`src/rtl/ps_pkg.sv`:
```
// Shared PacketStream definitions: default widths used by stream interfaces and blocks.
package ps_pkg;

    localparam int PS_WIDTH    = 8;
    localparam int PS_LENWIDTH = 16;
    localparam int PS_CNTWIDTH = 32;

endpackage

```
`src/rtl/ps_packet_framer_if.sv`:
```
// PacketStream interfaces: raw source stream (eop only) and framed stream (sop + eop).
interface ps_src_if import ps_pkg::*; #(parameter int WIDTH = PS_WIDTH);

    logic [WIDTH-1:0] dat;
    logic             val;
    logic             eop;
    logic             rdy;

    modport master (output dat, output val, output eop, input rdy);
    modport slave  (input dat, input val, input eop, output rdy);

endinterface

interface ps_pkt_if import ps_pkg::*; #(parameter int WIDTH = PS_WIDTH);

    logic [WIDTH-1:0] dat;
    logic             val;
    logic             sop;
    logic             eop;
    logic             rdy;

    modport master (output dat, output val, output sop, output eop, input rdy);
    modport slave  (input dat, input val, input sop, input eop, output rdy);

endinterface

```
`src/rtl/ps_out_reg.sv`:
```
// One-stage val/rdy register slice for framed PacketStream words (dat/sop/eop).
module ps_out_reg import ps_pkg::*; #(
    parameter int WIDTH = PS_WIDTH
) (
    input  logic             clk,
    input  logic             reset_n,
    input  logic [WIDTH-1:0] in_dat,
    input  logic             in_val,
    input  logic             in_sop,
    input  logic             in_eop,
    output logic             in_rdy,
    ps_pkt_if.master         pkt_out
);

    logic [WIDTH-1:0] dat_r;
    logic             val_r;
    logic             sop_r;
    logic             eop_r;
    logic             load_s;

    // The slot may be refilled whenever it is empty or being drained this cycle.
    assign in_rdy = ~val_r | pkt_out.rdy;
    assign load_s = in_val & in_rdy;

    // Output slot: load on accept, empty on drain, otherwise hold the word stable.
    always_ff @(posedge clk or negedge reset_n) begin
        if (!reset_n) begin
            dat_r <= {WIDTH{1'b0}};
            val_r <= 1'b0;
            sop_r <= 1'b0;
            eop_r <= 1'b0;
        end else if (load_s) begin
            dat_r <= in_dat;
            val_r <= 1'b1;
            sop_r <= in_sop;
            eop_r <= in_eop;
        end else if (pkt_out.rdy) begin
            val_r <= 1'b0;
        end
    end

    assign pkt_out.dat = dat_r;
    assign pkt_out.val = val_r;
    assign pkt_out.sop = sop_r;
    assign pkt_out.eop = eop_r;

endmodule

```
`src/rtl/ps_packet_framer.sv`:
```
// Adds sop to an eop-only PacketStream and optionally cuts packets into segments of
// at most ctl_len words by forcing eop; output goes through a one-stage register slice.
module ps_packet_framer import ps_pkg::*; #(
    parameter int WIDTH    = PS_WIDTH,
    parameter int LENWIDTH = PS_LENWIDTH,
    parameter int CNTWIDTH = PS_CNTWIDTH
) (
    input  logic                clk,
    input  logic                reset_n,
    ps_src_if.slave             src,
    ps_pkt_if.master            dst,
    input  logic [LENWIDTH-1:0] ctl_len,
    output logic [CNTWIDTH-1:0] stat_pkt_cnt,
    output logic                stat_cut
);

    logic                sop_r;
    logic [LENWIDTH-1:0] cnt_r;
    logic [LENWIDTH-1:0] len_r;
    logic [CNTWIDTH-1:0] pkt_cnt_r;
    logic                stat_cut_r;

    logic [LENWIDTH-1:0] len_e_s;
    logic                cut_s;
    logic                eop_s;
    logic                accept_s;
    logic                rdy_s;

    // Segment length is sampled at sop so mid-packet ctl_len changes wait for the next segment.
    always_comb begin
        len_e_s  = sop_r ? ctl_len : len_r;
        cut_s    = (len_e_s != {LENWIDTH{1'b0}}) && (cnt_r == (len_e_s - LENWIDTH'(1)));
        eop_s    = src.eop | cut_s;
        accept_s = src.val & rdy_s;
    end

    assign src.rdy = rdy_s;

    // Framing state: next-word-is-sop flag, word position in segment, latched length.
    always_ff @(posedge clk or negedge reset_n) begin
        if (!reset_n) begin
            sop_r <= 1'b1;
            cnt_r <= {LENWIDTH{1'b0}};
            len_r <= {LENWIDTH{1'b0}};
        end else if (accept_s) begin
            if (sop_r) begin
                len_r <= ctl_len;
            end
            sop_r <= eop_s;
            cnt_r <= eop_s ? {LENWIDTH{1'b0}} : (cnt_r + LENWIDTH'(1));
        end
    end

    // Statistics: packets entering the output stage and forced-eop pulses.
    always_ff @(posedge clk or negedge reset_n) begin
        if (!reset_n) begin
            pkt_cnt_r  <= {CNTWIDTH{1'b0}};
            stat_cut_r <= 1'b0;
        end else begin
            stat_cut_r <= accept_s & cut_s & ~src.eop;
            if (accept_s & eop_s) begin
                pkt_cnt_r <= pkt_cnt_r + CNTWIDTH'(1);
            end
        end
    end

    assign stat_pkt_cnt = pkt_cnt_r;
    assign stat_cut     = stat_cut_r;

    ps_out_reg #(
        .WIDTH (WIDTH)
    ) u_out_reg (
        .clk     (clk),
        .reset_n (reset_n),
        .in_dat  (src.dat),
        .in_val  (src.val),
        .in_sop  (sop_r),
        .in_eop  (eop_s),
        .in_rdy  (rdy_s),
        .pkt_out (dst)
    );

endmodule

```
`src/flat_wrapper.sv`:
```
// flat-port wrapper written by rule: the top's interface ports become plain ports
module ps_packet_framer_flat import ps_pkg::*;
#(
    parameter int WIDTH    = PS_WIDTH,
    parameter int LENWIDTH = PS_LENWIDTH,
    parameter int CNTWIDTH = PS_CNTWIDTH
)
  (clk, reset_n, ctl_len, stat_pkt_cnt, stat_cut, src_dat, src_val, src_eop, src_rdy, dst_dat, dst_val, dst_sop, dst_eop, dst_rdy);
  ps_src_if #(.WIDTH(WIDTH)) src_i ();
  ps_pkt_if #(.WIDTH(WIDTH)) dst_i ();
  input  logic clk;
  input  logic reset_n;
  input  logic [LENWIDTH-1:0] ctl_len;
  output logic [CNTWIDTH-1:0] stat_pkt_cnt;
  output logic stat_cut;
  input wire logic [$bits(src_i.dat)-1:0] src_dat;
  input wire logic [$bits(src_i.val)-1:0] src_val;
  input wire logic [$bits(src_i.eop)-1:0] src_eop;
  output wire logic [$bits(src_i.rdy)-1:0] src_rdy;
  output wire logic [$bits(dst_i.dat)-1:0] dst_dat;
  output wire logic [$bits(dst_i.val)-1:0] dst_val;
  output wire logic [$bits(dst_i.sop)-1:0] dst_sop;
  output wire logic [$bits(dst_i.eop)-1:0] dst_eop;
  input wire logic [$bits(dst_i.rdy)-1:0] dst_rdy;
  assign src_i.dat = src_dat;
  assign src_i.val = src_val;
  assign src_i.eop = src_eop;
  assign src_rdy = src_i.rdy;
  assign dst_dat = dst_i.dat;
  assign dst_val = dst_i.val;
  assign dst_sop = dst_i.sop;
  assign dst_eop = dst_i.eop;
  assign dst_i.rdy = dst_rdy;
  ps_packet_framer #(.WIDTH(WIDTH), .LENWIDTH(LENWIDTH), .CNTWIDTH(CNTWIDTH)) u_core (.clk(clk), .reset_n(reset_n), .src(src_i), .dst(dst_i), .ctl_len(ctl_len), .stat_pkt_cnt(stat_pkt_cnt), .stat_cut(stat_cut));
endmodule
```
`config.mk`:
```
export PLATFORM = sky130hd
export DESIGN_NAME = ps_packet_framer_flat
export DESIGN_NICKNAME = d
export VERILOG_FILES = /design/src/rtl/ps_pkg.sv /design/src/rtl/ps_packet_framer_if.sv /design/src/rtl/ps_out_reg.sv /design/src/rtl/ps_packet_framer.sv /design/src/flat_wrapper.sv
export SDC_FILE = /design/constraint.sdc
export NUM_CORES = 1
export LEC_CHECK = 0
export ABC_AREA = 1
export ABC_CLOCK_PERIOD_IN_PS = 3000
export CAP_MARGIN = 15
export CORE_MARGIN = 4
export CORE_UTILIZATION = 25
export CTS_BUF_LIST = sky130_fd_sc_hd__clkbuf_8
export CTS_CLUSTER_DIAMETER = 150
export DETAILED_ROUTE_END_ITERATION = 16
export SLEW_MARGIN = 20
export SYNTH_ARGS = -nofsm -noshare
export SYNTH_HDL_FRONTEND = slang
export SYNTH_SLANG_ARGS = --single-unit
```
`constraint.sdc`:
```
create_clock -name clk -period 3 [get_ports clk]
set_input_delay 0.6 -clock clk [delete_from_list [all_inputs] [get_ports clk]]
set_output_delay 0.6 -clock clk [all_outputs]
set_load 0.02 [all_outputs]
```
* Word-level counts from Yosys, hierarchy flattened
Cells that the tools add are included.
** Storage, ports and cells
- Bits in registers :: 77
- Input port bits :: 29
- Output and inout bits :: 45
- Word-level logic and storage cells :: 28
** Cells by class
- $add $sub $neg :: 3
- Equality and inequality tests :: 1
- Muxes and demuxes :: 4
- Bitwise operators :: 8
- Reduce and logical (&&, ||, !) cells :: 3
** Operators by type and width (count)
- $add A32 B1 Y32 const B :: 1
- $mux W16 :: 2
- $add A16 B1 Y16 const B :: 1
- $eq A16 B16 Y1 :: 1
- $reduce_bool A16 Y1 :: 1
- $sub A16 B1 Y16 const B :: 1
- $and A1 B1 Y1 :: 4
- $mux W1 :: 2
- $not A1 Y1 :: 2
- $or A1 B1 Y1 :: 2
- $reduce_bool A2 Y1 :: 1
- $logic_and A1 B1 Y1 :: 1

* Depth between registers and ports, before layout
Gate-level depths: netlist of run 1.
- Word-level depth :: 6
- Depth in mapped cells :: 21
- Gate-level depth less buffers :: 19

* By module
From an unflattened synthesis of run 1, not the netlist that was laid out.
** Second synthesis, totals
- Cells, all modules :: 734
- Area, all modules :: 5159.9 um2
** By module, submodules not included
- ps_packet_framer :: times used 1, cells each 686, area each 4704.5 um2, seq. area each 1652.8 um2
- ps_out_reg :: times used 1, cells each 48, area each 455.4 um2, seq. area each 275.3 um2

* Worst setup path after synthesis of run 1
OpenSTA, ideal clock, no wires.
- Path kind :: reg-to-reg
- Start point :: register u_core.sop_r
- End point :: register u_core.pkt_cnt_r[24] (netlist: u_core.stat_pkt_cnt[24])
- Library setup time :: 118 ps
- Data arrival time :: 2373 ps
- Required time :: 2882 ps
- Setup slack :: 509 ps
- Cell stages (with the launch flop) :: 22
- Path buffers :: 3
- Clock period less this slack :: 2491 ps
- Path through :: dfstp_2 buf_6 buf_12 nand2_2 nand2_4 ha_1 nand3_4 nor2_8 nand2_1 nand3_1 nand2_1 inv_2 nand2_1 nor2_1 nand2_1 nor2_2 nand2_2 nand2_4 nand2_4 buf_2 nand2_1 nand2_1
** On the way
- Longest elaborated chain between the ends :: 6
- Elaborated cells on any way between the ends :: 7
- Those cells by class :: 1 x add/sub; 1 x eq/ne; 1 x mux; 2 x bitwise; 2 x reduce/logical
** Ends and longest elaborated chain
- start: declaration :: line ps_packet_framer.sv:17 : logic sop_r;
- start signal: assignment :: line ps_packet_framer.sv:49 : sop_r <= eop_s;
- $mux W16 (*)
- $sub A16 B1 Y16 :: line ps_packet_framer.sv:32 : cut_s = (len_e_s != {LENWIDTH{1'b0}}) && (cnt_r == (len_e_s - LENWIDTH'(1)));
- $eq A16 B16 Y1 :: line ps_packet_framer.sv:32
- $logic_and A1 B1 Y1 (*) :: line ps_packet_framer.sv:32
- $or A1 B1 Y1 (*) :: line ps_packet_framer.sv:33 : eop_s = src.eop | cut_s;
- $and A1 B1 Y1 (*) :: line ps_packet_framer.sv:61 : if (accept_s & eop_s) begin
- end signal: assignment :: line ps_packet_framer.sv:57 : pkt_cnt_r <= {CNTWIDTH{1'b0}};
- end signal: assignment :: line ps_packet_framer.sv:62 : pkt_cnt_r <= pkt_cnt_r + CNTWIDTH'(1);
- end: declaration :: line ps_packet_framer.sv:20 : logic [CNTWIDTH-1:0] pkt_cnt_r;
Every way passes the cells marked *; elsewhere a longest branch is shown, timed or not.
A chain may end at the register's enable or synchronous reset.

* Worst setup path in the final report of run 1
- Start point :: register u_core.sop_r
- End point :: register u_core.pkt_cnt_r[6] (netlist: u_core.stat_pkt_cnt[6])
Same word-level chain as after synthesis.

==> results of run 1 <==
## layout by cell type, fill, tap and decap left out, drive strengths merged
cell type        n
clkbuf          11
or2              2
nor2            53
nand3           57
xnor2           10
dfrtp           76
nand2          272
inv             72
nand4           13
o21a             1
xor2            40
nor4             7
ha               3
nor3            22
buf             14
clkdlybuf4s50   72
a21oi           14
clkinv           3
a21boi           1
dfstp            1
o21ai           36
bufinv           2
## critical path: stages (launching register included)
cell	delay (ns)
dfstp_2	0.67
inv_8	0.12
nand2_1	0.13
nand2_4	0.05
ha_1	0.28
xor2_1	0.15
nand2_1	0.07
nor2_1	0.08
nand2_1	0.08
a21oi_1	0.13
nand2_1	0.06
nor2_1	0.08
nand2_1	0.07
nor2_2	0.09
nand2_2	0.08
nand2_4	0.18
nand2_4	0.20
nand2_1	0.12
nand2_1	0.05
## final timing paths
kind,startpoint,to,cells after the start
setup / recovery,u_core.sop_r,u_core.stat_pkt_cnt[6],18
hold / removal,reset_n,u_core.stat_pkt_cnt[28],1
setup reg to reg,u_core.sop_r,u_core.stat_pkt_cnt[6],18
hold reg to reg,u_core.len_r[4],u_core.len_r[4],2
max in group asynchronous,reset_n,u_core.sop_r,2
min in group clk,u_core.len_r[4],u_core.len_r[4],2
## cell usage after synthesis, types with 2 or more instances
library cell and instances:
clkbuf_1 8, or2_1 2, a21oi_1 14, nor2_4 3, o21ai_4 2, buf_2 7
inv_2 3, nor2_1 46, nor3_2 2, nand2_4 7, nand4_1 13, nand2_1 251
xor2_1 40, inv_1 67, nor4_1 7, nand2_2 13, ha_1 3, xnor2_1 10
buf_6 3, nor2_2 3, o21ai_2 6, nor3_1 20, o21ai_0 27, buf_12 2
dfrtp_1 76, nand3_1 55
## where the power goes
part	leakage [nW]	switching (mW)	internal, mW
clock network	0.121	0.403	0.508
logic	1.82	0.623	0.379
registers	1.02	0.0918	1.15
## metrics by stage
step | power (mW) | area, µm²
after floorplan | 1.927 | 5065
after global placement | 2.243 | 6107
after detailed placement | 2.252 | 6107
after CTS | 3.178 | 6332
after global routing | 3.351 | 6355
final | 3.152 | 6355
## flip-flops by register name (all words and copies together), names as in the netlist
| signal | cells |
|---|---|
| u_core.u_out_reg.pkt_out.val | 1 |
| u_core.stat_pkt_cnt | 32 |
| u_core.sop_r | 1 |
| u_core.len_r | 16 |
| u_core.u_out_reg.pkt_out.sop | 1 |
| u_core.cnt_r | 16 |
| u_core.u_out_reg.pkt_out.dat | 8 |
| u_core.stat_cut | 1 |
| u_core.u_out_reg.pkt_out.eop | 1 |
## logic make-up (layout without fill, tap and decap cells)
kind of cell,after synthesis,after routing,share of synthesized area (%)
compound gates,52,52,6.127
xor+xnor,50,50,8.646
fa+ha+maj,3,3,0.7412
buf+inv,95,174,8.745
flops,77,77,38.07
simple gates,425,426,37.67
## layer usage
| layer | part of all wire (%) | GRT usage (%) |
|---|---|---|
| met2 | 44 | 19.91 |
| met4 | 1.3 | 3.248 |
| met3 | 5.1 | 3.462 |
| met5 | 0 | 0 |
| met1 | 49 | 17.49 |
## final cells by class
class	count	share of cell area (%)
tap	265	5.218
sequential	77	30.34
clock buffer	11	2.382
multi-input combinational	531	42.74
clock inverter	5	1.162
timing repair buffer	86	13.78
inverter	72	4.371
==> out/metrics.cfg, run 1 <==
[die]
die_h_um = 150.3
fp.dieW_um = 150.3
start_util_pct = 25.69
coreArea_mm2 = 0.01972
dieArea_mm2 = 0.02260
top_level_ports = 74
row_count = 51

[finish]
seq_area_mm2 = 0.001928
nNetsFinal = 809
layout.cells.non_filler = 1047
multi_input_area_mm2 = 0.002716
num-fill-cells = 2098
postLayoutCoreUtil_pct = 32.23
diodes = 0
syn_to_final_growth_pct = 25.47
drive_above_1_share_pct = 9.719

[synthesis]
yosysWarnings = 0
synth_flop_cell = dfrtp_1
synth_top_area_share_pct = 37.55
synth.net_count = 734
avgSynthCellArea_um2 = 7.215
synth_cells = 702
syn_area_mm2 = 0.005065
synth.distinct_cells = 38
synth_seq_area_share_pct = 38.07
synth_top_cell_by_area = dfrtp_1
synth_area_leaders = dfrtp_1 (38%), nand2_1 (19%), xor2_1 (6.9%)
synth_edf_count = 0
synth_seq_cells = 77
synthArstFlopShare_pct = 100.0

[cts]
numCtsBuffers = 9
ctsResizeCount = 0
cts.path.max_buffers = 2
ctsHoldBuffers = 0
clk_pin_slew_ns = 0.08
cts_sinks = 77
insertion_delay_ns = 0.38
clockRootBuffer = clkbuf_8
postCtsSetupBuffers = 0
h-tree-depth = 3
cts_tree = built

[setup_path]
worst_setup_path_end_kind = flop
crit_arrival_ns = 3.08
critical_path_class = reg -> reg
r2r_slack_ns = 0.18
critical_path_required_ns = 3.26
cp-start-kind = flop
worst-path-max-fanout = 18

[routing]
vias = 4593
ant_nets = 0
wl_per_cell_um = 13.33
drt_iter0_markers = 295
dr.pass1.iters = 4
drt_wl_total_um = 13960
drc = 0
routed_via_density = 4.387

[grt]
antenna_found_initial = 0
grt_max_degree = 68
grt_usage_pct = 12.75
overflow = 0
grt_pass1_wl_um = 23030
grt_pass1_vias = 4629

[timing]
fmax_ghz = 0.3545
rsz0062_at_grt = false
fin_setup_tns_ns = 0
whs_ns = 0.2242
skew_ns = 0.009337
relSlewSlack_pct = 47.90
min_period_ns = 2.821
worst_pin_slew_ns = 0.7814
worst_slack_ns = 0.1790
period_share_pct = 94.03
finalSetupViolations = 0
finalHoldViolCount = 0
slew_violations = 0

[place]
hpwlAfterDp_um = 9999
portBuffers = 73
dp_slack_ns = -0.1176
dpl.cell_count = 1030
gp_congestion = 0.9004

[hold_path]
hp-class = in -> async

[pwr]
cellLeakagePower_nw = 2.962
power.density_mw_per_mm2 = 495.9
irDropWorstVdd_v = 0.0002512

[flow_run]
maxCapViolCount = 0

[run_status]
status = finished clean

Power figures use the tool's default switching activity.
==> inputs of run 2 (changes only) <==
==> constraint.sdc (replaced) <==
create_clock -name clk -period 3 [get_ports clk]
set_input_delay 0.6 -clock clk [delete_from_list [all_inputs] [get_ports clk]]
set_output_delay 0.6 -clock clk [all_outputs]
set_load 0.1 [all_outputs]
==> run 2 against run 1 <==
  * Sequential share of layout area shrank 0.35 points
  * Combinational power grew 32%
  * Largest cell class unchanged
  * Non-clock buffer count grew 15
  * Final cell count grew 1.3%
  * Critical endpoint is now u_core.stat_pkt_cnt[0]
  * Worst setup slack gained 0.045 ns
  * Maximum frequency grew 1.6%
  * Die area is the same
==> out/metrics.cfg, run 2 (same netlist as run 1, synthesis figures left out) <==
[run_status]
status = finished clean

[place]
gp_congestion = 0.9015
dpl.cell_count = 1036
dp_slack_ns = -0.06918
hpwlAfterDp_um = 10200
portBuffers = 73

[timing]
worst_slack_ns = 0.2241
finalHoldViolCount = 0
min_period_ns = 2.776
rsz0062_at_grt = false
slew_violations = 0
relSlewSlack_pct = 50.89
worst_pin_slew_ns = 0.7366
finalSetupViolations = 0
skew_ns = 0.009946
fmax_ghz = 0.3602
period_share_pct = 92.53

[finish]
postLayoutCoreUtil_pct = 32.61
drive_above_1_share_pct = 17.21
final_common_cell = nand2_1
nNetsFinal = 823
largest_reg_flops = 32
mostFrequentLayoutCells = nand2_1 (250), dfrtp_1 (76), inv_1 (67)
diodes = 0
syn_to_final_growth_pct = 26.95
num-fill-cells = 2120
layout.cells.non_filler = 1061

[setup_path]
crit_arrival_ns = 3.04
cp-start-kind = flop
critPathBufInv = 4
startpoint = u_core.sop_r
crit_path_frequent_cell = nand2_1
crit_family = simple AND/OR/NAND/NOR gates
endpoint = u_core.stat_pkt_cnt[0]
critical_path_required_ns = 3.26
worst-path-max-fanout = 9
worstRegToRegCells = 16
worstReg2RegStart = u_core.sop_r
cp.depth = 16
r2r_end = u_core.stat_pkt_cnt[0]
worst_setup_path_end_kind = flop
critical_path_class = reg -> reg
critPathMaxStageDelay_ns = 0.64
r2r_slack_ns = 0.22
path_cells = clkinv_8 > buf_12 > buf_12 > o21ai_2 > nand2_1 > nor2_1 > nand3_1 > xor2_1 > nand3_1 > nor2_2 > nand2_2 > nand2_4 > nand2_8 > clkbuf_16 > nand2_1 > nand2_1
slowest_stage = dfstp_2

[cts]
cts.path.max_buffers = 2
numCtsBuffers = 9
ctsHoldBuffers = 0
clockRootBuffer = clkbuf_8
clk_pin_slew_ns = 0.09
h-tree-depth = 3
insertion_delay_ns = 0.37
cts_sinks = 77
cts_tree = built

[die]
coreArea_mm2 = 0.01972
die_h_um = 150.3
dieArea_mm2 = 0.02260
row_count = 51
fp.dieW_um = 150.3
top_level_ports = 74
start_util_pct = 25.69

[grt]
grt_usage_pct = 12.51
grt_pass1_wl_um = 22730
overflow = 0
grt_max_degree = 68
antenna_found_initial = 0
grt_pass1_vias = 4604

[routing]
wl_per_cell_um = 13.10
ant_nets = 0
drt_iter0_markers = 223
dr.pass1.iters = 7
vias = 4714
drt_wl_total_um = 13900
drc = 0
routed_via_density = 4.443

[pwr]
cellLeakagePower_nw = 3.127
irDropWorstVdd_v = 0.0004544
power.density_mw_per_mm2 = 538.9

[hold_path]
hp-class = in -> async

[flow_run]
maxCapViolCount = 0

run 2: changes by cell type in the layout (fill, tap and decap cells not counted), moves of 2 or more:
| cell | delta |
|---|---|
| buf_12 | +2 |
| buf_4 | +53 |
| buf_6 | +2 |
| clkbuf_16 | +2 |
| clkdlybuf4s50_1 | -45 |
| clkinv_2 | -2 |
| clkinvlp_4 | +2 |
run 2: stage by stage:
step                power (mW)  setup TNS [ns]  hold WS [ns]  area, µm²
finish                   3.465               0        0.1847       6430
global route             3.679               0        0.2077       6430
CTS                      3.461               0        0.1960       6267
detailed placement       2.533          -1.728        0.4686       6042
global placement         2.519          -1.713        0.4664       6042
floorplan                2.214               0        0.3044       5067
run 2: how the worst min path moves through the flow:
stage                                    startpoint                              end  slack [ns]  cells after the start
finish                                      reset_n          u_core.stat_pkt_cnt[21]        0.18                      1
global route                                reset_n          u_core.stat_pkt_cnt[23]        0.21                      1
floorplan                                   reset_n                  u_core.cnt_r[0]        0.30                      0
global placement                    u_core.len_r[4]                  u_core.len_r[4]        0.47                      2
CTS                                         reset_n          u_core.stat_pkt_cnt[21]        0.20                      1
detailed placement  u_core.u_out_reg.pkt_out.dat[7]  u_core.u_out_reg.pkt_out.dat[7]        0.47                      2
run 2: where the power goes:
group / internal [mW] / switching (mW)
logic: 0.400 / 0.917
registers: 1.15 / 0.0923
clock network: 0.490 / 0.420
run 2: area by class of cell:
class,count,area (µm²),area share (%)
repair buffers,101,950.9,14.79
inverters,72,282.8,4.398
multi-input cells,530,2711,42.17
clock inverters,6,87.58,1.362
clock buffers,10,137.6,2.140
flip-flops and latches,77,1928,29.99
well taps,265,331.6,5.157
run 2: layer usage:
metal	track usage [%]	share of wire, %	vias up
met5	0	0	-
met4	2.516	1.0	0
met3	3.402	5.8	11
met2	19.65	45	123
met1	17.36	48	2183
li1	-	-	2397
run 2: repair_timing:
item,CTS,global route
setup buffers,0,6
gates resized for setup,0,7
setup endpoints to repair,0,33
==> inputs of run 3 (changes only) <==
--- a/config.mk
+++ b/config.mk
@@ -14,4 +14,5 @@
 export CTS_CLUSTER_DIAMETER = 150
 export DETAILED_ROUTE_END_ITERATION = 16
+export SETUP_SLACK_MARGIN = 0.15
 export SLEW_MARGIN = 20
 export SYNTH_ARGS = -nofsm -noshare
==> constraint.sdc (replaced) <==
create_clock -name clk -period 3 [get_ports clk]
set_input_delay 0.75 -clock clk [delete_from_list [all_inputs] [get_ports clk]]
set_output_delay 0.75 -clock clk [all_outputs]
set_load 0.1 [all_outputs]
==> run 3 against run 2 <==
  * Critical path depth is 3 higher
  * Highest routed layer unchanged
  * Largest power group unchanged
  * Sequential share of layout area is 0.30 points lower
  * Hold slack better by 0.18 ns
  * Critical endpoint is now u_core.stat_pkt_cnt[11]
==> out/metrics.cfg, run 3 (same netlist as run 1, synthesis figures left out) <==
[timing]
min_period_ns = 2.764
whs_ns = 0.3606
finalHoldViolCount = 0
slew_violations = 0
worst_pin_slew_ns = 0.7430
finalSetupViolations = 0
fmax_ghz = 0.3619
period_share_pct = 92.12
worst_slack_ns = 0.2365
relSlewSlack_pct = 50.47
rsz0062_at_grt = false
skew_ns = 0.01750

[finish]
final_common_cell = nand2_1
mostFrequentLayoutCells = nand2_1 (226), dfrtp_1 (76), inv_1 (67)
layout.cells.non_filler = 1061
nNetsFinal = 823
multi_input_area_mm2 = 0.002791
largest_reg_flops = 32
diodes = 0
syn_to_final_growth_pct = 28.24
postLayoutCoreUtil_pct = 32.94
drive_above_1_share_pct = 20.23
seq_area_mm2 = 0.001928
num-fill-cells = 2115

[setup_path]
cp-start-kind = flop
crit_family = simple AND/OR/NAND/NOR gates
crit_path_frequent_cell = nand2_1
critical_path_required_ns = 3.25
critical_path_class = reg -> reg
worst-path-max-fanout = 18
r2r_slack_ns = 0.24
crit_arrival_ns = 3.02
worst_setup_path_end_kind = flop
path_cells = inv_8 > nand2_2 > nand2_4 > ha_4 > xor2_1 > nand2_1 > nor2_1 > nand2_1 > a21oi_2 > nand2_1 > nor2_1 > nand2_1 > nor2_2 > nand2_2 > nand2_4 > nand2_8 > clkbuf_16 > nand2_2 > nand2_1
slowest_stage = dfstp_2
worstReg2RegStart = u_core.sop_r
worstRegToRegCells = 19
r2r_end = u_core.stat_pkt_cnt[11]
critPathBufInv = 2
critPathMaxStageDelay_ns = 0.64

[cts]
insertion_delay_ns = 0.37
clockRootBuffer = clkbuf_8
cts.path.max_buffers = 2
cts_tree = built
clk_pin_slew_ns = 0.09
ctsHoldBuffers = 0
cts_sinks = 77
numCtsBuffers = 9
h-tree-depth = 3

[die]
start_util_pct = 25.69
row_count = 51
coreArea_mm2 = 0.01972
fp.dieW_um = 150.3
dieArea_mm2 = 0.02260
die_h_um = 150.3
top_level_ports = 74

[hold_path]
hp-class = in -> async

[routing]
drt_iter0_markers = 308
routed_via_density = 4.392
drt_wl_total_um = 13780
vias = 4660
dr.pass1.iters = 5
drc = 0
wl_per_cell_um = 12.99
ant_nets = 0

[grt]
grt_usage_pct = 12.29
grt_pass1_wl_um = 22260
grt_pass1_vias = 4478
antenna_found_initial = 0
grt_max_degree = 68
overflow = 0

[pwr]
power.density_mw_per_mm2 = 535.8
irDropWorstVdd_v = 0.0005377
cellLeakagePower_nw = 3.168

[place]
dp_slack_ns = -0.2069
portBuffers = 73
gp_congestion = 0.8635
hpwlAfterDp_um = 9975
dpl.cell_count = 1038

[flow_run]
maxCapViolCount = 0

[run_status]
status = finished clean

==> run 3: changes by cell type in the layout (fill, tap and decap cells not counted), sizes merged <==
cell	previous run	this run
clkbuf	12	14
clkdlybuf4s50	27	25
clkinvlp	2	0
dlymetal6s2s	0	2
buf	72	71
inv	71	72
==> run 3: layer usage <==
metal / global-route usage, % / share of wire, % / vias to the layer above
met5: 0 / 0 / -
met4: 2.745 / 0.71 / 0
met2: 19.56 / 45 / 96
met3: 3.432 / 5.5 / 10
li1: - / - / 2386
met1: 16.66 / 48 / 2168
==> run 3: what timing repair did <==
item / 4_1_cts / 5_1_grt
setup endpoints to repair: 0 / 50
gates resized for setup: 0 / 34
buffers inserted: 0 / 3
==> run 3: stage by stage <==
step | power, mW | cell area, µm² | TNS, ns
after floorplan | 2.215 | 5072 | 0
after global placement | 2.536 | 6062 | -6.545
after detailed placement | 2.544 | 6062 | -7.509
after CTS | 3.477 | 6287 | 0
after global routing | 3.698 | 6495 | 0
final | 3.480 | 6495 | 0
==> run 3: final cells by class <==
type	instances	share of cell area, %
Clock buffer	11	2.331
Inverter	72	4.277
Clock inverter	5	1.137
Sequential cell	77	29.69
Tap cell	265	5.105
Timing Repair Buffer	101	14.49
Multi-Input combinational cell	530	42.98
==> run 3: power breakdown <==
group	leakage (nW)	total, mW	switching (mW)	internal [mW]
Combinational	2.03	1.33	0.930	0.405
Sequential	1.02	1.24	0.0917	1.15
Clock	0.121	0.908	0.399	0.508
Total	3.17	3.48	1.42	2.06
==> run 3: how the worst max path moves through the flow <==
stage	slack, ns	end	start	cells after the start
6_report	0.24	u_core.stat_pkt_cnt[11]	u_core.sop_r	19
5_1_grt	0.13	u_core.stat_pkt_cnt[30]	u_core.sop_r	19
4_1_cts	0.17	u_core.stat_pkt_cnt[10]	ctl_len[0]	20
3_5_place_dp	-0.21	u_core.stat_pkt_cnt[10]	ctl_len[0]	20
3_3_place_gp	-0.22	u_core.sop_r	ctl_len[0]	19
2_1_floorplan	0.30	u_core.cnt_r[15]	u_core.u_out_reg.pkt_out.val	12
==> variant 1, RTL diff (settings of run 2) <==
Make the reset (`reset_n`) synchronous in 3 clocked blocks.
--- a/src/rtl/ps_out_reg.sv
+++ b/src/rtl/ps_out_reg.sv
@@ -23,7 +23,7 @@
     assign load_s = in_val & in_rdy;
 
     // Output slot: load on accept, empty on drain, otherwise hold the word stable.
-    always_ff @(posedge clk or negedge reset_n) begin
+    always_ff @(posedge clk) begin
         if (!reset_n) begin
             dat_r <= {WIDTH{1'b0}};
             val_r <= 1'b0;
--- a/src/rtl/ps_packet_framer.sv
+++ b/src/rtl/ps_packet_framer.sv
@@ -37,7 +37,7 @@
     assign src.rdy = rdy_s;
 
     // Framing state: next-word-is-sop flag, word position in segment, latched length.
-    always_ff @(posedge clk or negedge reset_n) begin
+    always_ff @(posedge clk) begin
         if (!reset_n) begin
             sop_r <= 1'b1;
             cnt_r <= {LENWIDTH{1'b0}};
@@ -52,7 +52,7 @@
     end
 
     // Statistics: packets entering the output stage and forced-eop pulses.
-    always_ff @(posedge clk or negedge reset_n) begin
+    always_ff @(posedge clk) begin
         if (!reset_n) begin
             pkt_cnt_r  <= {CNTWIDTH{1'b0}};
             stat_cut_r <= 1'b0;
Behaviour: differs if reset_n is asserted again (counterexample within 4 cycles, from zero or initial values and one cycle with reset_n low); with reset_n held inactive, the same outputs for 10 cycles.
==> variant 1 against run 2 <==
  * Register-to-register slack better by 140 ps
  * Count of clock-buffer cells in the layout stayed put
  * Synthesized area is 7.0% lower
  * Routed wire length is 3.2% lower
  * Core utilization is 0.44 points lower
  * Sequential cell count stayed put
  * Final cell count is 1.3% lower
  * Final area is 8.6% lower
  * Setup slack better by 8.4 ps
  * Die area is 6.6% lower
  * Critical path type is now in2reg
  * Critical endpoint is now u_core.stat_pkt_cnt[1]
Power is not compared: it rests on default switching activity, and its combinational part moved more than twofold at a synthesized area within 25%.
==> variant 1: results (changes against run 2) <==
| Metric | Value |
|---|---|
| Nets | 845 (+2.7%) |
| Worst min path class | reg2reg |
| Clk tree area frac | 3.53% (+0.031 points) |
| Register area | 0.00154 mm^2 (-20%) |
| Crit path max fanout | 32 (+23) |
| Filler cells | 2020 (-4.7%) |
| Data arrival time of the critical path | 3080 ps (+40 ps) |
| Worst Tran Pin Value | 679 ps (-57.9 ps) |
| DP Worst Slack | -160 ps (-90.8 ps) |
| Share of layout cells above drive strength 1 | 14.3% (-2.9 points) |
| Inverter count | 62 (-14%) |
| Area Overhead vs Synth | 24.8% |
| Worst reg2reg setup slack | 360 ps (+140 ps) |
| Non-clock buffers, area share | 14.8% (+0.026 points) |
| Reg2Reg Depth | 19 (+3) |
| Placed Cells | 1031 (-0.48%) |
| Yosys cell types | 34 (-11%) |
| Adder-Cell Fraction of Synth Area | 0.797% (+0.056 points) |
| Drt wl/cell | 12.8 um (-1.9%) |
| Comb_multi_in | 563 (+6.2%) |
| Async S/R FF share, synth | 0% (-100 points) |
| Ys flop type | dfxtp_1 |
| Sequential area share after synthesis | 32.7% (-5.3 points) |
| Fin worst setup slack | 233 ps (+8.43 ps) |
| Final Wtd Congestion | 0.896 (-0.67%) |
| Synth Area in Compound Gates | 9.54% (+3.4 points) |
| Well tap count | 229 (-14%) |
| Total power | 2.43 mW |
| Largest net degree at the start of global routing | 64 (-5.9%) |
| Status | complete, no violations |
-- variant 1: routing by layer --
layer	vias up	global-route usage (%)	wire [um]	part of all wire, %
li1	2498	-	-	-
met1	2164	16.4	6430	48
met2	105	21.3	6240	46
met3	14	3.49	603	4.5
met4	0	2.66	176	1.3
met5	-	0	0	0
-- variant 1: what timing repair did --
item                                    4_1_cts  5_1_grt
gates resized for setup                       0        2
endpoints found under the setup margin        0       48
hold endpoints to repair                      0        0
-- variant 1: metrics by stage --
| step | TNS (ps) | hold slack [ps] |
|---|---|---|
| floorplan | 0 | 424 |
| global placement | -4420 | 434 |
| detailed placement | -6310 | 441 |
| CTS | 0 | 454 |
| global route | 0 | 477 |
| finish | 0 | 450 |
-- variant 1: cell families after synthesis --
group / after synthesis
and+or+nand+nor: 428
AOI/OAI and AO/OA: 85
adders and majority gates: 3
buffers and inverters: 89
DFF: 77
xor gates and xnor gates: 47
==> variant 2, RTL diff (flow settings as in run 2) <==
Without the edit above. `PS_WIDTH`: 8 -> 6.
--- a/src/rtl/ps_pkg.sv
+++ b/src/rtl/ps_pkg.sv
@@ -1,7 +1,7 @@
 // Shared PacketStream definitions: default widths used by stream interfaces and blocks.
 package ps_pkg;
 
-    localparam int PS_WIDTH    = 8;
+    localparam int PS_WIDTH    = 6;
     localparam int PS_LENWIDTH = 16;
     localparam int PS_CNTWIDTH = 32;
 
Interface: changed (resized dst_dat and src_dat); port bits go from 74 to 70. The function was not compared with the original's and may differ.
==> variant 2 against run 2 <==
  * Total power is 11% lower
  * Final area is 6.3% lower
  * Sequential cell count is 2 lower
  * Critical path depth is 2 lower
  * Sequential share of layout area is 1.2 points higher
  * Setup slack better by 82 ps
  * Routed wire length is 4.4% lower
  * Final cell count is 1.4% lower
  * Synthesized area is 1.4% lower
  * Combinational power is 9.8% lower
  * Non-clock buffer count is 21 lower
  * Core utilization is 1.8 points lower
==> variant 2: results (changes against run 2) <==
| Metric | Value |
|---|---|
| Post-CTS Setup Bufs | 0 (unchanged) |
| Routing usage on met1 | 17.7% (+0.30 points) |
| WHS | 254 ps (+68.9 ps) |
| Inserted Clock Buffers | 9 (unchanged) |
| Worst r2r src | u_core.sop_r |
| Largest net degree at the start of global routing | 76 (+12%) |
| Final Wtd Congestion | 0.876 (-2.9%) |
| DP Worst Slack | -39.6 ps (+29.6 ps) |
| Mux cell area share after synthesis | 0% (unchanged) |
| GRT Overall Usage | 12.5% (about the same) |
| Synth Area in Compound Gates | 4.48% (-1.6 points) |
| M2 GR Usage | 19.7% (+0.038 points) |
| Share of layout cells above drive strength 1 | 13.6% (-3.6 points) |
| Post-DP HPWL | 9600 um (-5.8%) |
| Drt pass-1 iters | 7 (unchanged) |
| Drt wl/cell | 12.7 um (-3.0%) |
| Worst path max stage delay | 600 ps (-40 ps) |
| Later-pin clock latency in the skew report | 360 ps |
| Global-route met3 utilization | 3.40% (about the same) |
| Reg2Reg Depth | 14 (-2) |
| Met2 WL | 6030 um (-3.6%) |
| Number of DRC markers in iteration 0 | 354 (+59%) |
| Syn avg cell area | 7.02 um^2 (-2.8%) |
| Placed Cells | 1034 (-0.19%) |
| Synth area leaders | dfrtp_1, nand2_1, xor2_1 |
| Worst min path class | in2async |
| Filler cells | 2194 (+3.5%) |
| Max reg flops | 32 (unchanged) |
| Worst reg2reg setup slack | 310 ps (+80 ps) |
| Sequential area share after synthesis | 37.6% (-0.47 points) |
| Adder-Cell Fraction of Synth Area | 0.752% (+0.010 points) |
| Mapped Nets | 742 (+1.1%) |
| Routed wl met3 | 715 um (-12%) |
| Async S/R FF share, synth | 100% (unchanged) |
| Nets | 810 (-1.6%) |
| Met1 Wirelength | 6450 um (-3.4%) |
| Worst Tran Pin Value | 631 ps (-105 ps) |
| Vias post-DR | 4544 (-3.6%) |
| IO buf count | 69 (-5.5%) |
| Crit path max fanout | 25 (+16) |
| Post-synthesis xor/xnor area fraction | 8.77% (+0.12 points) |
| LEAKAGE | 2.99 nW (-4.3%) |
| Clk root buf | clkbuf_8 |
| Top cells by count, synth | nand2_1, dfrtp_1, inv_1 |
| Vias per inst | 4.34 (-2.2%) |
| DR top layer | met4 |
| IR drop worst, VDD | 0.300 mV (-34%) |
| Yosys cell types | 36 (-5.3%) |
| Status | complete, no violations |
| First-pass GRT wire length | 22700 um (-0.18%) |
| R2R Path End | u_core.stat_pkt_cnt[14] |
| Clock slew at reported path FFs | 70 ps (-20 ps) |
| Initial antenna violation count | 0 (unchanged) |
| Data arrival time of the critical path | 2950 ps (-90 ps) |
| Placed Area | 0.00587 mm^2 (-2.9%) |
| Pwr dens | 512 mW/mm^2 (-5.0%) |
| Worst Skew | 7.08 ps (-2.87 ps) |
variant 2: final cells by class:
| type | count | area share [%] |
|---|---|---|
| clock inverter | 1 | 0.0623 |
| multi-input combinational | 538 | 44.1 |
| inverter | 76 | 4.82 |
| timing repair buffer | 80 | 11.8 |
| tap | 265 | 5.51 |
| clock buffer | 11 | 2.51 |
| sequential | 75 | 31.2 |
variant 2: worst max-delay path by stage:
stage	slack, ps	start	to	cells after the start
after global routing	110	ctl_len[0]	u_core.stat_pkt_cnt[2]	19
after floorplan	180	u_core.u_out_reg.pkt_out.val	u_core.cnt_r[15]	14
after CTS	320	u_core.sop_r	u_core.stat_pkt_cnt[14]	14
final	310	u_core.sop_r	u_core.stat_pkt_cnt[14]	14
after detailed placement	-40	ctl_len[0]	u_core.stat_pkt_cnt[18]	19
after global placement	-20	ctl_len[0]	u_core.stat_pkt_cnt[4]	19
variant 2: where the power goes:
part	switching [mW]	internal [mW]
logic	0.860	0.333
registers	0.0928	1.12
clock network	0.356	0.325
total	1.31	1.78
